### src/rtl/qam_pkg.sv
// qam_pkg -- shared definitions for the QAM mapper.
//   qam_mode_e   : modulation select (BPSK, QPSK, 16QAM, 64QAM)
//   BPS_TABLE    : bits consumed per symbol, indexed by mode
//   LEVEL_16QAM  : Gray level per 2-bit axis code (first bit is the sign)
//   LEVEL_64QAM  : Gray level per 3-bit axis code (first bit is the sign)
//   k_mode()     : per-mode scale factor round(2^(NUM_WIDTH-2) / sqrt(d))
package qam_pkg;

    typedef enum logic [1:0] {
        MODE_BPSK  = 2'd0,
        MODE_QPSK  = 2'd1,
        MODE_16QAM = 2'd2,
        MODE_64QAM = 2'd3
    } qam_mode_e;

    localparam int unsigned BPS_TABLE [4] = '{1, 2, 4, 6};

    localparam logic signed [3:0] LEVEL_16QAM [4] = '{4'sd1, 4'sd3, -4'sd1, -4'sd3};

    localparam logic signed [3:0] LEVEL_64QAM [8] =
        '{4'sd3, 4'sd1, 4'sd5, 4'sd7, -4'sd3, -4'sd1, -4'sd5, -4'sd7};

    function automatic logic [2:0] bps_of(input qam_mode_e m);
        return 3'(BPS_TABLE[int'(m)]);
    endfunction

    // Integer square root, bit by bit; x stays below 2^60 for NUM_WIDTH <= 31.
    function automatic longint isqrt(input longint x);
        longint r;
        longint c;
        r = 0;
        for (int b = 30; b >= 0; b--) begin
            c = r | (longint'(1) << b);
            if (c * c <= x) r = c;
        end
        return r;
    endfunction

    // Elaboration-time only. Normalisation divisor d is 1, 2, 10, 42.
    // Rounds up when (2t+1)^2 * d <= 4^(NUM_WIDTH-1), i.e. t+0.5 <= 2^(N-2)/sqrt(d).
    function automatic longint k_mode(input qam_mode_e m, input int num_width);
        longint d;
        longint t;
        case (m)
            MODE_BPSK:  d = 1;
            MODE_QPSK:  d = 2;
            MODE_16QAM: d = 10;
            default:    d = 42;
        endcase
        t = isqrt((longint'(1) << (2 * (num_width - 2))) / d);
        if ((2 * t + 1) * (2 * t + 1) * d <= (longint'(1) << (2 * (num_width - 1))))
            t = t + 1;
        return t;
    endfunction

endpackage

### src/rtl/qam_level_scale.sv
// qam_level_scale -- combinational Gray level lookup and scaling.
//   mode      : active modulation
//   sym_bits  : oldest six accumulator bits, sym_bits[5] is first in time;
//               only the top BPS bits are meaningful for the mode
//   out_i/out_q : level * K_mode, exact product truncated to NUM_WIDTH
module qam_level_scale
    import qam_pkg::*;
#(
    parameter int NUM_WIDTH = 16
) (
    input  qam_mode_e                   mode,
    input  logic [5:0]                  sym_bits,
    output logic signed [NUM_WIDTH-1:0] out_i,
    output logic signed [NUM_WIDTH-1:0] out_q
);

    localparam int PW = NUM_WIDTH + 4;

    localparam logic signed [NUM_WIDTH-1:0] K_BPSK  = NUM_WIDTH'(k_mode(MODE_BPSK, NUM_WIDTH));
    localparam logic signed [NUM_WIDTH-1:0] K_QPSK  = NUM_WIDTH'(k_mode(MODE_QPSK, NUM_WIDTH));
    localparam logic signed [NUM_WIDTH-1:0] K_16QAM = NUM_WIDTH'(k_mode(MODE_16QAM, NUM_WIDTH));
    localparam logic signed [NUM_WIDTH-1:0] K_64QAM = NUM_WIDTH'(k_mode(MODE_64QAM, NUM_WIDTH));

    logic signed [3:0]           lvl_i;
    logic signed [3:0]           lvl_q;
    logic signed [NUM_WIDTH-1:0] k;
    logic signed [PW-1:0]        prod_i;
    logic signed [PW-1:0]        prod_q;

    always_comb begin
        lvl_i = 4'sd0;
        lvl_q = 4'sd0;
        k     = K_BPSK;
        case (mode)
            MODE_BPSK: begin
                lvl_i = sym_bits[5] ? -4'sd1 : 4'sd1;
                k     = K_BPSK;
            end
            MODE_QPSK: begin
                lvl_i = sym_bits[5] ? -4'sd1 : 4'sd1;
                lvl_q = sym_bits[4] ? -4'sd1 : 4'sd1;
                k     = K_QPSK;
            end
            MODE_16QAM: begin
                lvl_i = LEVEL_16QAM[sym_bits[5:4]];
                lvl_q = LEVEL_16QAM[sym_bits[3:2]];
                k     = K_16QAM;
            end
            default: begin
                lvl_i = LEVEL_64QAM[sym_bits[5:3]];
                lvl_q = LEVEL_64QAM[sym_bits[2:0]];
                k     = K_64QAM;
            end
        endcase
        // |level*K| never exceeds ~1.09 * 2^(NUM_WIDTH-2), so truncation is lossless.
        prod_i = PW'(lvl_i) * PW'(k);
        prod_q = PW'(lvl_q) * PW'(k);
        out_i  = prod_i[NUM_WIDTH-1:0];
        out_q  = prod_q[NUM_WIDTH-1:0];
    end

endmodule

### src/rtl/qam_mapper.sv
// qam_mapper -- bit accumulator feeding a BPSK/QPSK/16QAM/64QAM symbol mapper.
//   clk, reset        : rising-edge clock, asynchronous active-high reset
//   in_data/in_valid/in_ready : coded input words, MSB first in time
//   flush             : pulse; zero-pads residual bits to a whole symbol
//   rate_id           : modulation select, latched only while idle
//   out_i/out_q/out_valid/out_ready : registered signed I/Q symbols
//   busy              : accumulator non-empty or a symbol is pending
//
// Handshake: a transfer happens on a rising edge where valid and ready are
// both high. The producer holds data stable while valid is high and ready is
// low; the output register obeys this (out_* hold while stalled). in_ready
// depends only on registered state, never on in_valid or out_ready.
module qam_mapper
    import qam_pkg::*;
#(
    parameter int NUM_WIDTH = 16,
    parameter int IN_WIDTH  = 8,
    parameter int ACC_WIDTH = 16   // must be at least IN_WIDTH+5
) (
    input  logic                        clk,
    input  logic                        reset,
    input  logic [IN_WIDTH-1:0]         in_data,
    input  logic                        in_valid,
    output logic                        in_ready,
    input  logic                        flush,
    input  logic [1:0]                  rate_id,
    output logic signed [NUM_WIDTH-1:0] out_i,
    output logic signed [NUM_WIDTH-1:0] out_q,
    output logic                        out_valid,
    input  logic                        out_ready,
    output logic                        busy
);

    // cnt can exceed ACC_WIDTH by up to 5 after padding a full accumulator;
    // padded bits live past the physical end and read back as zeros.
    localparam int CW = $clog2(2 * ACC_WIDTH + 1) + 1;

    qam_mode_e                   mode;
    logic [ACC_WIDTH-1:0]        acc;       // oldest bit at the MSB, unused bits kept zero
    logic [CW-1:0]               cnt;
    logic [ACC_WIDTH-1:0]        acc_nxt;
    logic [CW-1:0]               cnt_nxt;
    logic [CW-1:0]               bps;
    logic [CW-1:0]               rem;
    logic [ACC_WIDTH-1:0]        word_aligned;
    logic                        accept;
    logic                        take;
    logic signed [NUM_WIDTH-1:0] sym_i;
    logic signed [NUM_WIDTH-1:0] sym_q;

    assign bps          = CW'(bps_of(mode));
    assign in_ready     = (cnt + CW'(IN_WIDTH)) <= CW'(ACC_WIDTH);
    assign accept       = in_valid && in_ready;
    assign take         = (cnt >= bps) && (!out_valid || out_ready);
    assign busy         = (cnt != '0) || out_valid;
    assign word_aligned = {in_data, {(ACC_WIDTH - IN_WIDTH){1'b0}}};

    qam_level_scale #(
        .NUM_WIDTH (NUM_WIDTH)
    ) u_level_scale (
        .mode     (mode),
        .sym_bits (acc[ACC_WIDTH-1 -: 6]),
        .out_i    (sym_i),
        .out_q    (sym_q)
    );

    // Order within a cycle: consume a symbol, append the new word behind the
    // remaining bits, then pad on flush.
    always_comb begin
        acc_nxt = acc;
        cnt_nxt = cnt;
        rem     = '0;
        if (take) begin
            acc_nxt = acc << bps;
            cnt_nxt = cnt - bps;
        end
        if (accept) begin
            acc_nxt = acc_nxt | (word_aligned >> cnt_nxt);
            cnt_nxt = cnt_nxt + CW'(IN_WIDTH);
        end
        if (flush && (cnt_nxt != '0)) begin
            rem = cnt_nxt % bps;
            if (rem != '0) cnt_nxt = cnt_nxt + bps - rem;
        end
    end

    always_ff @(posedge clk or posedge reset) begin
        if (reset) begin
            acc <= '0;
            cnt <= '0;
        end else begin
            acc <= acc_nxt;
            cnt <= cnt_nxt;
        end
    end

    // Mode may only change while nothing is buffered, so a symbol never
    // mixes bits from two modes.
    always_ff @(posedge clk or posedge reset) begin
        if (reset) begin
            mode <= MODE_BPSK;
        end else if ((cnt == '0) && !accept) begin
            mode <= qam_mode_e'(rate_id);
        end
    end

    always_ff @(posedge clk or posedge reset) begin
        if (reset) begin
            out_i     <= '0;
            out_q     <= '0;
            out_valid <= 1'b0;
        end else if (take) begin
            out_i     <= sym_i;
            out_q     <= sym_q;
            out_valid <= 1'b1;
        end else if (out_ready) begin
            out_valid <= 1'b0;
        end
    end

endmodule

### config.mk
export PLATFORM = sky130hd
export DESIGN_NAME = qam_mapper
export DESIGN_NICKNAME = d
export VERILOG_FILES = /design/src/rtl/qam_pkg.sv /design/src/rtl/qam_level_scale.sv /design/src/rtl/qam_mapper.sv
export SDC_FILE = /design/constraint.sdc
export NUM_CORES = 1
export LEC_CHECK = 0
export BUFFER_PORTS_ARGS = -buffer_cell sky130_fd_sc_hd__buf_2
export CAP_MARGIN = 0
export CORE_MARGIN = 2
export CORE_UTILIZATION = 54
export DETAILED_ROUTE_END_ITERATION = 10
export PLACE_DENSITY = 0.72
export SKIP_CTS_REPAIR_TIMING = 1
export SYNTH_ARGS = -nofsm -noshare
export SYNTH_HDL_FRONTEND = slang
export SYNTH_SLANG_ARGS = --single-unit
### constraint.sdc
create_clock -name clk -period 38.9 [get_ports clk]
set_input_delay 5.835 -clock clk [delete_from_list [all_inputs] [get_ports clk]]
set_output_delay 5.835 -clock clk [all_outputs]
set_load 0.03 [all_outputs]
* Word-level counts from Yosys, hierarchy flattened *
Memories as Yosys holds them, arrays and structs flattened.
Cells that the tools add are included.

cells by class
  $lt $le $gt $ge = 7
  mux-type cells = 26
  div/mod/pow operators = 1
  $add $sub $neg = 5
  eq/ne operators = 2
  shift operators = 2
  bitwise logic cells = 6
  reductions and logical operators = 15
  multiply operators = 2

operator list
  cell                   count
  $bmux W32 S2           1
  $pmux W15 S3           1
  $mux W4                10
  $ge A32 B3 Y1 const B  1
  $mul A4 B16 Y16        2
  $mux W16               2
  $not A2 Y32            1
  $mux W7                4
  $reduce_bool A7 Y1     3
  $bmux W4 S2            2
  $or A16 B16 Y16        1
  $shl A16 B3 Y16        1
  $shr A16 B7 Y16        1
  $add A7 B4 Y7 const B  2
  $pmux W4 S3            1
  $ge A4 B4 Y1 const B   2
  $not A3 Y4             2
  $pmux W4 S2            1
  $add A7 B3 Y7          1
  $ge A7 B3 Y1           1
  $le A7 B5 Y1 const B   1
  $logic_not A7 Y1       1
  $mod A7 B3 Y7          1
  $sub A7 B3 Y7          1
  13 further kinds       22

storage, ports and cells
  flip-flop bits (word level) = 58
  logic and storage cells = 74
  output and inout port bits = 35
  memories = 2
  input bits = 15
  ROM bits = 64

memories
  memory           words  width  rd ports  clocked after memory_dff  write ports  RTL line               source
  (no name shown)  8      4      1         0                         0            qam_level_scale.sv:50  lvl_i = LEVEL_64QAM[sym_bits[5:3]];
  (no name shown)  8      4      1         0                         0            qam_level_scale.sv:51  lvl_q = LEVEL_64QAM[sym_bits[2:0]];

* Longest topological paths before layout *
  depth in word-level cells = 13
  depth in mapped cells = 72

* Modules after synthesis *
From an unflattened synthesis, not the netlist that was laid out.

unflattened totals
  cells, all modules = 967
  area, all modules = 7988.9 um2

by module, submodules not included
  module           cells each  area each (um2)  seq. area each (um2)  instances
  qam_mapper       629         5088.6           1451.4                1
  qam_level_scale  338         2900.3           0.0                   1

* Worst setup path after synthesis *
Ideal clock, no wire load.

  path type = input-to-reg
  start = input out_ready
  end = register cnt[6]
  required time = 38763 ps
  stages = 63
  data arrival time = 17694 ps
  setup time = 137 ps
  path buffers = 2
  path slack = 21069 ps
  path through = nand2b_1 nand2b_1 nor4_1 o21ai_1 or3_1 buf_2 o211ai_2 nand2_1 ha_1 or4_1 a21oi_1 a21oi_1 ha_1 o211a_1 nor2_1 nand2_1 nor2_1 or4b_1 [... 27 more ...] o21ai_0 nand2b_1 nor3_2 nand3_4 mux2i_1 fa_1 inv_1 fa_1 a21o_1 a21oi_1 o21bai_1 a21oi_1 xor2_1 nor2_1 nand2_1 a21oi_1 a311oi_1 o211ai_1

on the way
  longest elaborated chain between the ends = 9

RTL lines
  element                                                     RTL line                            source
  start, declared                                             qam_mapper.sv:30                    input logic out_ready,
  $logic_or A1 B1 Y1 (*)                                      qam_mapper.sv:54                    assign take = (cnt >= bps) && (!out_valid || out_ready);
  $logic_and A1 B1 Y1 (*)                                     qam_mapper.sv:54
  $mux W7 (*)                                                 qam_mapper.sv:73                    if (take) begin
  $add A7 B4 Y7                                               qam_mapper.sv:79                    cnt_nxt = cnt_nxt + CW'(IN_WIDTH);
  $mux W7 (*)                                                 qam_mapper.sv:77                    if (accept) begin
  $mod A7 B3 Y7 / $add A7 B3 Y7 (equally long branches)       qam_mapper.sv:82, qam_mapper.sv:83
  $sub A7 B7 Y7 / $reduce_bool A7 Y1 (equally long branches)  qam_mapper.sv:83                    if (rem != '0) cnt_nxt = cnt_nxt + bps - rem;
  $mux W7                                                     qam_mapper.sv:83
  $mux W7 (*)                                                 qam_mapper.sv:81                    if (flush && (cnt_nxt != '0)) begin
  net cnt_nxt[6]                                              qam_mapper.sv:42                    logic [CW-1:0] cnt_nxt;
  end signal, assigned                                        qam_mapper.sv:93                    cnt <= cnt_nxt;
  end, declared                                               qam_mapper.sv:40                    logic [CW-1:0] cnt;

The timed path passes the listed nets; every way through them passes the cells marked *.
A chain may end at the register's enable or synchronous reset.

* Worst setup path after layout *
Ends and elaborated chain as after synthesis.

==> qor.tcl <==
set qor(critical_r2r_launch) {mode[0]}
set qor(setup.worst_path.end_class) {register}
set qor(max-clock-path-buffers) 2
set qor(count_of_buffering_cells_on_the_critical_path_with_inverters_included) 4
set qor(netlist_area_sq_um) 7974
set qor(critPathMaxStageDelay_ns) 0.67
set qor(grt_pass1_vias) 6560
set qor(fillers) 1324
set qor(synth_area_per_cell_sq_um) 8.350
set qor(area_growth_from_synthesis_to_layout_pct) 8.536
set qor(cp_data_required_time_ns) 39.10
set qor(final.period_utilization_pct) 49.35
set qor(nNetsFinal) 1139
set qor(route.detailed.vias_per_inst) 5.852
set qor(drtAntennaViolNets) 0
set qor(grt_start_max_net_pins) 87
set qor(maxSlewHeadroom_pct) 39.49
set qor(cts.reportedPaths.clkPinSlew_ns) 0.05
set qor(dp.final_hpwl_mm) 14.55
set qor(num_io_pins) 50
set qor(synth_edf_count) 0
set qor(status) {completed}
set qor(drc) 0
set qor(synth_cells) 955
set qor(detail_route.wirelength_mm) 18.84
set qor(regToRegSetupSlack_ns) 23.44
set qor(synth.yosys.seq_area_share_pct) 17.89
set qor(die_area_sq_um) 15750
set qor(timing.hold.worst_path_depth) 2
set qor(timing.critical_path.max_delay_family) {simple AND/OR/NAND/NOR gates}
set qor(starting_density_pct) 55.07
set qor(num_antenna_cells) 0
set qor(max_cap_viol_count) 0
set qor(cts_tree) {built}
set qor(regToRegEndpoint) {cnt[6]}
set qor(finalWeightedCongestion) 0.9702
set qor(hold-path-endpoint) {out_i[4]}
set qor(hold_path_startpoint) {out_i[4]}
set qor(clock_latency_at_the_later_pin_of_the_worst_skew_pair_ns) 0.34
set qor(die_height_um) 125.5
set qor(layout-drive-gt1-share_pct) 12.03
set qor(tritoncts_num_sinks) 57
set qor(std_cell_rows) 44
set qor(cpMaxStageDelayCell) {nor2_1}
set qor(cts_max_level) 3
set qor(drtPass1Iterations) 5
set qor(die-width_um) 125.5
set qor(timing.critical_path.arrival_ns) 19.40
set qor(syn_nets) 1110
set qor(fin_setup_tns_ns) 0
set qor(finClkSkew_ns) 0.006511
set qor(numCtsBuffers) 9
set qor(hold_path_class) {register to register}
set qor(finalHoldViolations) 0
set qor(core_area_sq_um) 14480
set qor(worst-slew-pin-transition_ns) 0.8999
set qor(grt_pass1_wl_mm) 31.63
set qor(max_freq_ghz) 0.05210
set qor(synth.distinct_cells) 83
set qor(routed-via-count) 6864
set qor(final.hold.worst_slack_ns) 0.4662
set qor(drv_slew) 0
set qor(drt_iter0_markers) 643
set qor(layout_min_cycle_time_ns) 19.20
set qor(portBuffers) 49
set qor(synth_ff_type) {dfrtp_1}
set qor(wl_per_cell_um) 16.06
set qor(criticalPathCategory) {input port to register}
set qor(synth_async_sr_flop_share_pct) 100.0
set qor(final-setup-viol-count) 0
set qor(globalRouteOverflowTotal) 0
set qor(start_kind) {input port}
set qor(synthesis.yosys.warnings) 0
set qor(rsz_0062_raised_after_global_routing) {false}
set qor(clockRootBuffer) {clkbuf_16}
set qor(reg2regPathDepth) 66
set qor(antenna_found_initial) 0
set qor(path_max_fanout) 14
set qor(ys_seq_elements) 57
set qor(grtUsageTotal_pct) 24.51
-- per-layer routing --
layer  wire [um]  track usage, %
met1        8332           32.27
met2        9111           41.72
met3         938           3.295
met4         456           8.039
met5           0               0
-- cells by family (layout without fill, tap and decap cells) --
group | Yosys count | after routing | share of synthesized area [%]
compound gates | 209 | 209 | 18.01
mux | 46 | 46 | 6.731
flops | 57 | 57 | 17.89
xor+xnor | 56 | 56 | 6.245
other cells | 1 | 1 | 0.04703
buf+inv | 134 | 168 | 6.402
fa+ha+maj | 140 | 140 | 25.73
simple gates | 312 | 312 | 18.94
-- cell usage after synthesis, types with 5 or more instances --
cell,n,area share (%)
nor3_1,21,1.3
mux2i_1,27,3.4
nor2b_1,14,1.1
ha_1,100,16
o21a_1,5,0.47
mux2_4,5,0.94
inv_1,90,4.2
mux2_2,11,1.6
a21oi_1,52,3.3
dfrtp_1,57,18
clkbuf_1,31,1.5
o22ai_1,7,0.55
xor2_1,16,1.8
xnor2_1,39,4.3
and2_1,16,1.3
a221o_1,7,0.88
nor2_1,75,3.5
fa_1,40,10
o21bai_1,6,0.56
o21ai_0,55,3.5
a21o_1,11,1.0
nand2b_1,12,0.94
nand4_1,6,0.47
nand2_1,116,5.5
nand3_1,18,1.1
a31oi_1,11,0.86
-- state kept, by name, summed over array words and instances (netlist names) --
signal     cells
out_q         15
mode           2
out_i         16
out_valid      1
acc           16
cnt            7
-- how the worst max path moves through the flow --
stage          endpoint  depth (start not counted)      start  slack (ns)
6_report         cnt[6]                         63  out_ready       19.70
5_1_grt          cnt[6]                         63  out_ready       18.38
4_1_cts          cnt[6]                         63  out_ready       19.80
3_5_place_dp     cnt[6]                         63  out_ready       19.51
3_3_place_gp     cnt[6]                         62  out_ready       19.82
2_1_floorplan    cnt[6]                         63  out_ready       21.07
-- cell type report --
| class | count | area, sq um | share of cell area, % |
|---|---|---|---|
| multi-input cells | 764 | 6040 | 69.78 |
| flip-flops and latches | 57 | 1426 | 16.48 |
| inverters | 95 | 356.6 | 4.120 |
| repair buffers | 57 | 305.3 | 3.528 |
| clock buffers | 10 | 239.0 | 2.761 |
| well taps | 184 | 230.2 | 2.660 |
| clock inverters | 6 | 57.56 | 0.6650 |
-- cells in the final DEF (no fill, tap or decap), types with 4 or more instances in the layout --
master     count
o221ai_1       4
a21oi_1       52
ha_1         100
fa_1          40
nor3_1        21
inv_1         89
a221o_1        7
o21a_1         5
and2_1        16
clkinv_2       4
xnor2_1       39
or3_1          4
o31ai_1        4
mux2_4         5
mux2_2        11
a311oi_1       4
nand3_1       18
a21o_1        11
nor2b_1       14
nand2b_1      12
xor2_1        16
nand2_1      115
o211ai_1       4
o22ai_1        7
clkbuf_16      9
a211oi_1       4
buf_4          8
o21ai_0       55
dfrtp_1       57
and3_1         4
nand4_1        6
mux2i_1       27
nor3b_1        4
o21bai_1       6
nor2_1        75
a31oi_1       11
buf_2         49
-- worst min-delay path, delay by kind of cell, from the launching register on --
kind	cells	cell delay, ns
flops	1	0.33
simple gates	2	0.10
-- per-stage QoR --
step	instance area (sq um)	util [%]	std cells	setup WS (ns)
2_1_floorplan	7974	-	955	21.07
3_3_place_gp	8358	57.73	1157	19.82
3_5_place_dp	8358	57.73	1157	19.51
4_1_cts	8655	59.77	1173	19.80
5_1_grt	8655	59.77	1173	18.38
6_report	8655	59.77	1173	19.70
Power is not shown: default switching activity piles up to over one toggle a cycle in this logic, so the estimate is an artifact.
